--- src/rtl/bcrypt_cmp_sharer.sv ---
// Round-robin sharer of one hash comparator between NUM_REQ bcrypt arbiter groups.
// Optional watchdog in WAIT is compiled in with `define CMP_TIMEOUT_EN; state_dbg exposes the FSM state.
`ifndef HASH_NUM_MSB
`define HASH_NUM_MSB 7
`endif

module bcrypt_cmp_sharer #(
  parameter int NUM_REQ        = 4,
  parameter int TIMEOUT_CYCLES = 1024
) (
  input  logic                      CLK,
  input  logic                      RESET_N,
  input  logic [NUM_REQ-1:0]        req_valid,
  input  logic [32*NUM_REQ-1:0]     req_data,
  output logic [NUM_REQ-1:0]        req_ack,
  output logic [NUM_REQ-1:0]        rsp_valid,
  output logic                      rsp_found,
  output logic [`HASH_NUM_MSB:0]    rsp_hash_num,
  output logic                      rsp_timeout,
  output logic [31:0]               cmp_data,
  output logic                      cmp_start,
  input  logic                      cmp_found,
  input  logic                      cmp_finished,
  input  logic [`HASH_NUM_MSB:0]    cmp_hash_num,
  output logic                      busy,
  output logic                      err_timeout,
  output logic [1:0]                state_dbg
);

  localparam int PTR_W = (NUM_REQ > 1) ? $clog2(NUM_REQ) : 1;
  localparam logic [NUM_REQ-1:0] ONE = NUM_REQ'(1);

  if (NUM_REQ < 2 || NUM_REQ > 16 || TIMEOUT_CYCLES < 1) begin : g_bad_cfg
    $error("bcrypt_cmp_sharer: unsupported NUM_REQ/TIMEOUT_CYCLES");
  end

  typedef enum logic [1:0] {IDLE, ISSUE, WAIT, RESP} state_t;

  state_t           state;
  logic [PTR_W-1:0] rr_ptr;
  logic [PTR_W-1:0] grant;
  logic [PTR_W-1:0] pick;
  logic             pick_any;
  logic [PTR_W:0]   idx;

  assign state_dbg = state;

  // Handshake: a group holds req_valid (and stable req_data) until its one-cycle
  // req_ack; the result comes back later as a one-cycle rsp_valid to that group only.
  always_comb begin
    pick     = '0;
    pick_any = 1'b0;
    idx      = '0;
    for (int i = 0; i < NUM_REQ; i++) begin
      idx = {1'b0, rr_ptr} + (PTR_W+1)'(i);
      if (idx >= (PTR_W+1)'(NUM_REQ)) idx = idx - (PTR_W+1)'(NUM_REQ);
      if (!pick_any && req_valid[idx[PTR_W-1:0]]) begin
        pick     = idx[PTR_W-1:0];
        pick_any = 1'b1;
      end
    end
  end

`ifdef CMP_TIMEOUT_EN
  localparam int TMO_W = $clog2(TIMEOUT_CYCLES + 1);
  logic [TMO_W-1:0] tmo_cnt;
`else
  assign rsp_timeout = 1'b0;
  assign err_timeout = 1'b0;
`endif

  always_ff @(posedge CLK or negedge RESET_N) begin
    if (!RESET_N) begin
      state        <= IDLE;
      rr_ptr       <= '0;
      grant        <= '0;
      req_ack      <= '0;
      rsp_valid    <= '0;
      rsp_found    <= 1'b0;
      rsp_hash_num <= '0;
      cmp_data     <= '0;
      cmp_start    <= 1'b0;
      busy         <= 1'b0;
`ifdef CMP_TIMEOUT_EN
      tmo_cnt      <= '0;
      rsp_timeout  <= 1'b0;
      err_timeout  <= 1'b0;
`endif
    end else begin
      req_ack   <= '0;
      rsp_valid <= '0;
      cmp_start <= 1'b0;
      case (state)
        IDLE: begin
          if (pick_any) begin
            grant    <= pick;
            cmp_data <= req_data[32*pick +: 32];
            busy     <= 1'b1;
            state    <= ISSUE;
          end
        end
        ISSUE: begin
          cmp_start <= 1'b1;
          req_ack   <= ONE << grant;
          rr_ptr    <= (grant == PTR_W'(NUM_REQ-1)) ? '0 : grant + PTR_W'(1);
`ifdef CMP_TIMEOUT_EN
          tmo_cnt   <= '0;
`endif
          state     <= WAIT;
        end
        WAIT: begin
          // found takes priority when both comparator flags arrive together
          if (cmp_found) begin
            rsp_valid    <= ONE << grant;
            rsp_found    <= 1'b1;
            rsp_hash_num <= cmp_hash_num;
`ifdef CMP_TIMEOUT_EN
            rsp_timeout  <= 1'b0;
`endif
            state        <= RESP;
          end else if (cmp_finished) begin
            rsp_valid    <= ONE << grant;
            rsp_found    <= 1'b0;
`ifdef CMP_TIMEOUT_EN
            rsp_timeout  <= 1'b0;
`endif
            state        <= RESP;
          end
`ifdef CMP_TIMEOUT_EN
          else if (tmo_cnt == TMO_W'(TIMEOUT_CYCLES-1)) begin
            rsp_valid   <= ONE << grant;
            rsp_found   <= 1'b0;
            rsp_timeout <= 1'b1;
            err_timeout <= 1'b1;
            state       <= RESP;
          end else begin
            tmo_cnt <= tmo_cnt + TMO_W'(1);
          end
`endif
        end
        RESP: begin
          busy  <= 1'b0;
          state <= IDLE;
        end
        default: state <= IDLE;
      endcase
    end
  end

endmodule

--- config.mk ---
export PLATFORM = sky130hd
export DESIGN_NAME = bcrypt_cmp_sharer
export DESIGN_NICKNAME = d
export VERILOG_FILES = /design/src/rtl/bcrypt_cmp_sharer.sv
export SDC_FILE = /design/constraint.sdc
export NUM_CORES = 1
export LEC_CHECK = 0
export CORE_UTILIZATION = 38
export CTS_CLUSTER_DIAMETER = 150
export DETAILED_ROUTE_END_ITERATION = 7
export PLACE_DENSITY_LB_ADDON = 0.25
export SLEW_MARGIN = 5
export SYNTH_ARGS = -nofsm -noshare
export SYNTH_HDL_FRONTEND = slang
export SYNTH_SLANG_ARGS = --single-unit
--- constraint.sdc ---
create_clock -name CLK -period 1.97 [get_ports CLK]
set_clock_uncertainty 0.05 [all_clocks]
set_input_delay 0.394 -clock CLK [delete_from_list [all_inputs] [get_ports CLK]]
set_output_delay 0.394 -clock CLK [all_outputs]
set_load 0.02 [all_outputs]
==> summary.md <==
| Metric | Value |
|---|---|
| Fin Hold WS | 0.0124 ns |
| Area delta synth->final | 72.4% |
| Row count | 34 |
| Max cap viols | 0 |
| Max Clk Rate | 523 MHz |
| Share of layout cells above drive strength 1 | 18.5% |
| Die area | 9260 um2 |
| Initial Util | 39.1% |
| Most common cell after layout, fill and taps aside | clkdlybuf4s50_1 |
| Crit Path Class | primary input to flip-flop |
| Place WS | -0.354 ns |
| Core box area | 8640 um2 |
| Worst-Skew Late Latency | 0.33 ns |
| IO Port Bufs | 196 |
| CTS tree | built |
| Root buf cell | clkbuf_8 |
| Drc violations | 0 |
| DR WL/cell | 17.4 um |
| Clock transition at path regs | 0.07 ns |
| Sink Count | 57 |
| Internal power | 0.00490 W |
| WP data arrival | 2.10 ns |
| Top layer in use | met4 |
| Setup TNS | 0 ns |
| Min-delay worst type | primary input to async pin |
| Pwr dens | 1390 nW/um2 |
| Metal-1 WL | 4100 um |
| Initial antenna violation count | 0 |
| Worst Path Buf+Inv | 2 |
| Leakage power | 2.55 nW |
| Placer Congestion | 0.758 |
| Post-route ant nets | 0 |
| Sw Share | 39.1% |
| Top delay family on crit path | buffers and inverters |
| DR pass1 iterations | 4 |
| Most common cell on crit path | nand2_2 |
| Drt initial violations | 71 |
| Clk pwr share | 14.7% |
| H-tree depth | 3 |
| Compound-Gate Fraction of Synth Area | 15.9% |
| Die width | 96.2 um |
| Vias | 3045 |
| Reg power frac | 25.2% |
| Post-Syn Area | 3370 um2 |
| Synth cell types | 31 |
| Number of I/O pins | 199 |
| Area after DPL | 5500 um2 |
| Global-route wire length before repair | 14900 um |
| Setup crit start kind | primary input |
| Post-synthesis mux area share | 22.6% |
| Final setup fails | 0 |
| Simple logic cell fraction of the synthesized area | 8.57% |
| CP Capture Type | flip-flop |
| CP max-delay cell | clkdlybuf4s50_1 |
| Largest family of logic cells by synthesized area | multiplexers |
| Combinational power share | 60.0% |
| Antenna diode count | 0 |
| Run status | complete, no violations |
| Nets@finish | 641 |
| Final HPWL DP | 7890 um |
| Die extent in y | 96.2 um |
| Hold Vio Cnt, Final | 0 |
| Synth Instances | 275 |
| Seq/Total Area, Yosys | 42.3% |
| Avg Cell Area, Syn | 12.3 um2 |
| Met3 wire len | 999 um |
| Met2 wire len | 5220 um |
| Vias in the first global route | 3107 |
| Cell Chain, Critical Path | clkdlybuf4s50_1, nor2_1, nand2_2, nand2_2, or3_2, buf_4, o221ai_2 |
| Vias/cell | 5.07 |
| Pin count of the biggest net entering global routing | 58 |
| Yosys Warn Count | 0 |
| Yosys reg bits | 57 |
| Max incr delay on CP | 0.55 ns |
| Maximum VDD drop | 0.878 mV |
| CP max FO | 15 |
| Slew Limit Fails | 0 |
| Final Cell Area | 5820 um2 |
| CTS Buf Count | 9 |
| Total GRT Usage | 21.4% |
| Overflow after GRT | 0 |
| Fin crit share | 97.0% |
| Setup WS post-layout | 0.0591 ns |
| Synth Area in XOR/XNOR | 0% |
| Commonest cells after routing, fill and taps aside | 193 x clkdlybuf4s50_1, 62 x mux2i_1, 56 x dfrtp_1 |
| Final min period | 1.91 ns |
| Max clock buf depth | 2 |
| Net switching power | 0.00315 W |
| Critical Path RT | 2.16 ns |
| Synth Area in Adders | 3.34% |
| Detailed Route WL | 10500 um |
area by class of cell:
cell class                 instances  area (um2)
timing repair buffer             220        2260
sequential                        57        1430
fill                             688        2820
inverter                           5        18.8
tap                              108         135
clock buffer                      10         128
multi-input combinational        195        1760
clock inverter                     6        82.6
synth_stat cells:
cell type	n	share of area [%]
a211oi_1	2	0.44
a21o_1	1	0.22
a21oi_1	1	0.15
a22oi_1	1	0.22
and2_1	8	1.5
buf_4	2	0.44
buf_6	7	2.3
buf_8	4	1.8
clkbuf_8	3	1.2
conb_1	1	0.11
dfrtp_1	57	42
dlygate4sd1_1	3	0.78
ha_1	9	3.3
inv_1	5	0.56
mux2_2	10	3.3
mux2i_1	65	19
nand2_1	40	4.5
nand2_2	2	0.37
nand2b_1	2	0.37
nor2_1	5	0.56
nor2_2	1	0.19
nor2b_1	2	0.37
nor3b_1	1	0.22
nor4_1	1	0.19
o211ai_1	1	0.22
o211ai_2	1	0.37
o21ai_0	5	0.74
o21ai_2	1	0.26
o221ai_1	5	1.3
o221ai_2	27	12
or3_1	2	0.37
layer usage:
metal	vias to the layer above	GRT usage [%]
met5	-	0
met4	0	6.84
met3	14	5.77
met2	125	37.5
met1	1467	25.2
li1	1439	-
final timing paths:
kind                       slack [ns]                       end  cells past startpoint             startpoint
setup / recovery                 0.06  cmp_data[10]$_DFFE_PN0P_                      7           req_valid[1]
hold / removal                   0.01   cmp_data[7]$_DFFE_PN0P_                      2                RESET_N
setup reg to reg                 0.09  cmp_data[28]$_DFFE_PN0P_                      7  rr_ptr[1]$_DFFE_PN0P_
hold reg to reg                  0.44     rsp_found$_DFFE_PN0P_                      2  rsp_found$_DFFE_PN0P_
max in group asynchronous        1.58     rr_ptr[1]$_DFFE_PN0P_                      2                RESET_N
min in group CLK                 0.44     rsp_found$_DFFE_PN0P_                      2  rsp_found$_DFFE_PN0P_
sequential cells by signal (all words and copies together) (netlist names):
register	count
rsp_hash_num	8
grant	2
cmp_data	32
busy	1
cmp_start	1
req_ack	4
rr_ptr	2
rsp_valid	4
rsp_found	1
state_dbg	2
per-stage QoR:
stage | util (%) | total power [W] | instances
floorplan | - | 0.00488 | 276
global placement | 63.7 | 0.00660 | 582
detailed placement | 63.7 | 0.00674 | 582
CTS | 66.1 | 0.00796 | 598
global route | 67.3 | 0.00854 | 601
finish | 67.3 | 0.00806 | 601
worst reg2reg max path, delay by kind of cell (launching register included):
kind            cells  cell delay [ns]
simple gates        1             0.18
buf+inv             2             0.35
compound gates      3             0.44
mux                 1             0.27
flops               1             0.45
power by group through the flow:
stage	clock (W)	sequential (W)	combinational (W)
after global placement	0	0.00202	0.00459
after CTS	0.00122	0.00203	0.00471
after global routing	0.00126	0.00210	0.00518
final	0.00119	0.00203	0.00484
after floorplan	0	0.00263	0.00225
after detailed placement	0	0.00204	0.00470
what timing repair did:
item	CTS	global route
setup buffers	0	1
gates resized for setup	0	10
hold buffers	0	0
endpoints found under the setup margin	0	29
cell families after synthesis:
kind of cell               Yosys count
muxes                               75
DFF                                 57
AOI/OAI and AO/OA                   45
other                                1
buffers and inverters               24
and+or+nand+nor                     64
adders and majority gates            9
Note: power is estimated with default switching activity, not from simulation.
==> RTL edit (same flow settings) <==
Build with the macro `CMP_TIMEOUT_EN` defined.
--- a/src/rtl/bcrypt_cmp_sharer.sv
+++ b/src/rtl/bcrypt_cmp_sharer.sv
@@ -1,5 +1,7 @@
 // Round-robin sharer of one hash comparator between NUM_REQ bcrypt arbiter groups.
 // Optional watchdog in WAIT is compiled in with `define CMP_TIMEOUT_EN; state_dbg exposes the FSM state.
+`define CMP_TIMEOUT_EN
+
 `ifndef HASH_NUM_MSB
 `define HASH_NUM_MSB 7
 `endif
Behaviour: no difference found for any inputs over 10 cycles, from zero or initial values and one cycle with RESET_N low; that may be too few to reach the edited logic, so the function may still have changed.
==> RTL edit against the original RTL <==
Sequential cell count grew 13. Combinational power shrank 2%. Final cell count grew 17%. Total power grew 3.2%. Sequential power grew 16%. Synthesized area grew 13%. Clock power grew 4%. Cell area grew 11%. First-iteration DRC count grew 130%. Wire length grew 8.3%. Critical path depth shrank 5. Setup slack gained 0.0094 ns. Critical endpoint is now state_dbg[0]. Largest power group unchanged.
==> RTL edit: results (changes against the original RTL) <==
The total cell area at the placement stage was 0.00615 mm^2 (+12%). The later-pin clock latency in the skew report is 0.36 ns (+0.03 ns). The met2 demand-to-capacity share in global routing came to 36.2% (-1.3 points). The number of library cell types mapped by synthesis came out at 40 (+29%). The worst register-to-register path begins at state_dbg[0]. The layout cell share with drive strength beyond 1 came to 14.1% (-4.4 points). In the synthesized netlist, the cells that appear most often are sky130_fd_sc_hd__dfrtp_1, sky130_fd_sc_hd__mux2i_1, sky130_fd_sc_hd__nand2_1. The largest registers in the layout are cmp_data (32), tmo_cnt (11), rsp_hash_num (8). The fraction of the mapped netlist area in adder cells came out at 3.28% (-0.059 points). The run finished with clean final reports.

The sequential element share of the synthesized area is 45.9% (+3.6 points). The number of nets in the final layout is 717 (+12%). The detailed-routing iteration count for the pre-antenna-repair pass is 5 (+1).

By area the synthesized netlist is led by sky130_fd_sc_hd__dfrtp_1, sky130_fd_sc_hd__mux2i_1, sky130_fd_sc_hd__o221ai_1. The largest net degree at the start of global routing came to 71 (+22%). The worst slack at placement came to -0.283 ns (+0.0718 ns). The met3 usage in global routing was 7.25% (+1.5 points). The post-synthesis share of cell area spent on xor and xnor gates is 1.15% (+1.1 points). The cell count after synthesis is 340 (+24%). The final standard cell count with taps included and fillers excluded is 701 (+17%). The capture point of the worst path is state_dbg[0].

The cell count after placement is 682 (+17%). The met1 wire length is 4.44 mm (+8.3%). The detailed placer's ending HPWL was 8.46 mm (+7.2%). The leakage dissipation is 2.82 nW (+11%).

The number of fillers in the final layout is 780 (+13%). The kind of launch point of the worst setup path is a flip-flop. The total length of routed met2 wires is 5.61 mm (+7.5%).

The ratio of routed vias to standard cells came out at 5.06 (-0.10%). The number of global-route vias before repair came to 3404 (+9.6%). The complex-gate fraction of the synthesized area is 14.3% (-1.7 points). The global-route wire length before repair was 16.7 mm (+12%). The type of the worst min-delay path is flip-flop to flip-flop.

The maximum fanout count along the critical path came out at 3 (-12). The number of port buffers is 198 (+1.0%). The reg2reg setup slack came out at 0.07 ns (-0.02 ns). The routability congestion estimate is 0.851 (+12%). The detailed route wirelength on metal3 was 1.03 mm (+3.2%).

The starting DRC count in detailed routing was 165 (+130%). The average wire per cell in the routed design was 16.2 um (-7.2%). The global router's overall resource usage is 21.1% (-0.24 points).
[RTL edit: cell count changes after synthesis, sizes merged, moves of 2 or more]
cell         before  now
a21oi             1    3
clkbuf            3    5
o31ai             0    3
nand2            42   45
inv               5   12
and2              8    6
nand3             0    7
nor2              6   15
o21ai             6   12
dlygate4sd1       3    0
xor2              0    5
dfrtp            57   70
o2111ai           0    3
and4              0    2
[RTL edit: kinds of logic after synthesis]
| group | count (synthesis) |
|---|---|
| fa+ha+maj | 10 |
| buf+inv | 31 |
| mux | 76 |
| compound gates | 64 |
| flops | 70 |
| xor+xnor | 5 |
| simple gates | 84 |
[RTL edit: worst min path at each step]
stage / startpoint / end / slack (ns)
final: err_timeout / err_timeout / 0.44
after detailed placement: RESET_N / state_dbg[1] / 0.39
after floorplan: RESET_N / busy / 0.05
after global placement: RESET_N / state_dbg[1] / 0.39
after global routing: err_timeout / err_timeout / 0.46
after CTS: RESET_N / tmo_cnt[9] / 0.004
[RTL edit: final cells by class]
| class | count | area (um^2) | share of cell area [%] |
|---|---|---|---|
| repair buffers | 231 | 2340 | 36.3 |
| multi-input cells | 239 | 1930 | 29.9 |
| flip-flops and latches | 70 | 1750 | 27.2 |
| well taps | 133 | 166 | 2.58 |
| clock buffers | 9 | 124 | 1.92 |
| clock inverters | 7 | 80.1 | 1.24 |
| inverters | 12 | 47.5 | 0.738 |
[RTL edit: power groups by stage]
stage               registers (mW)  clock network, mW  logic, mW
floorplan                     2.94                  0       2.00
global placement              2.35                  0       4.58
detailed placement            2.37                  0       4.67
CTS                           2.35               1.26       4.68
global route                  2.43               1.34       5.09
finish                        2.36               1.24       4.72
[RTL edit: critical path: cells and delay by family, from the launching register on]
| kind | cells | cell delay, ns |
|---|---|---|
| buffers and inverters | 2 | 0.71 |
| flip-flops | 1 | 0.39 |
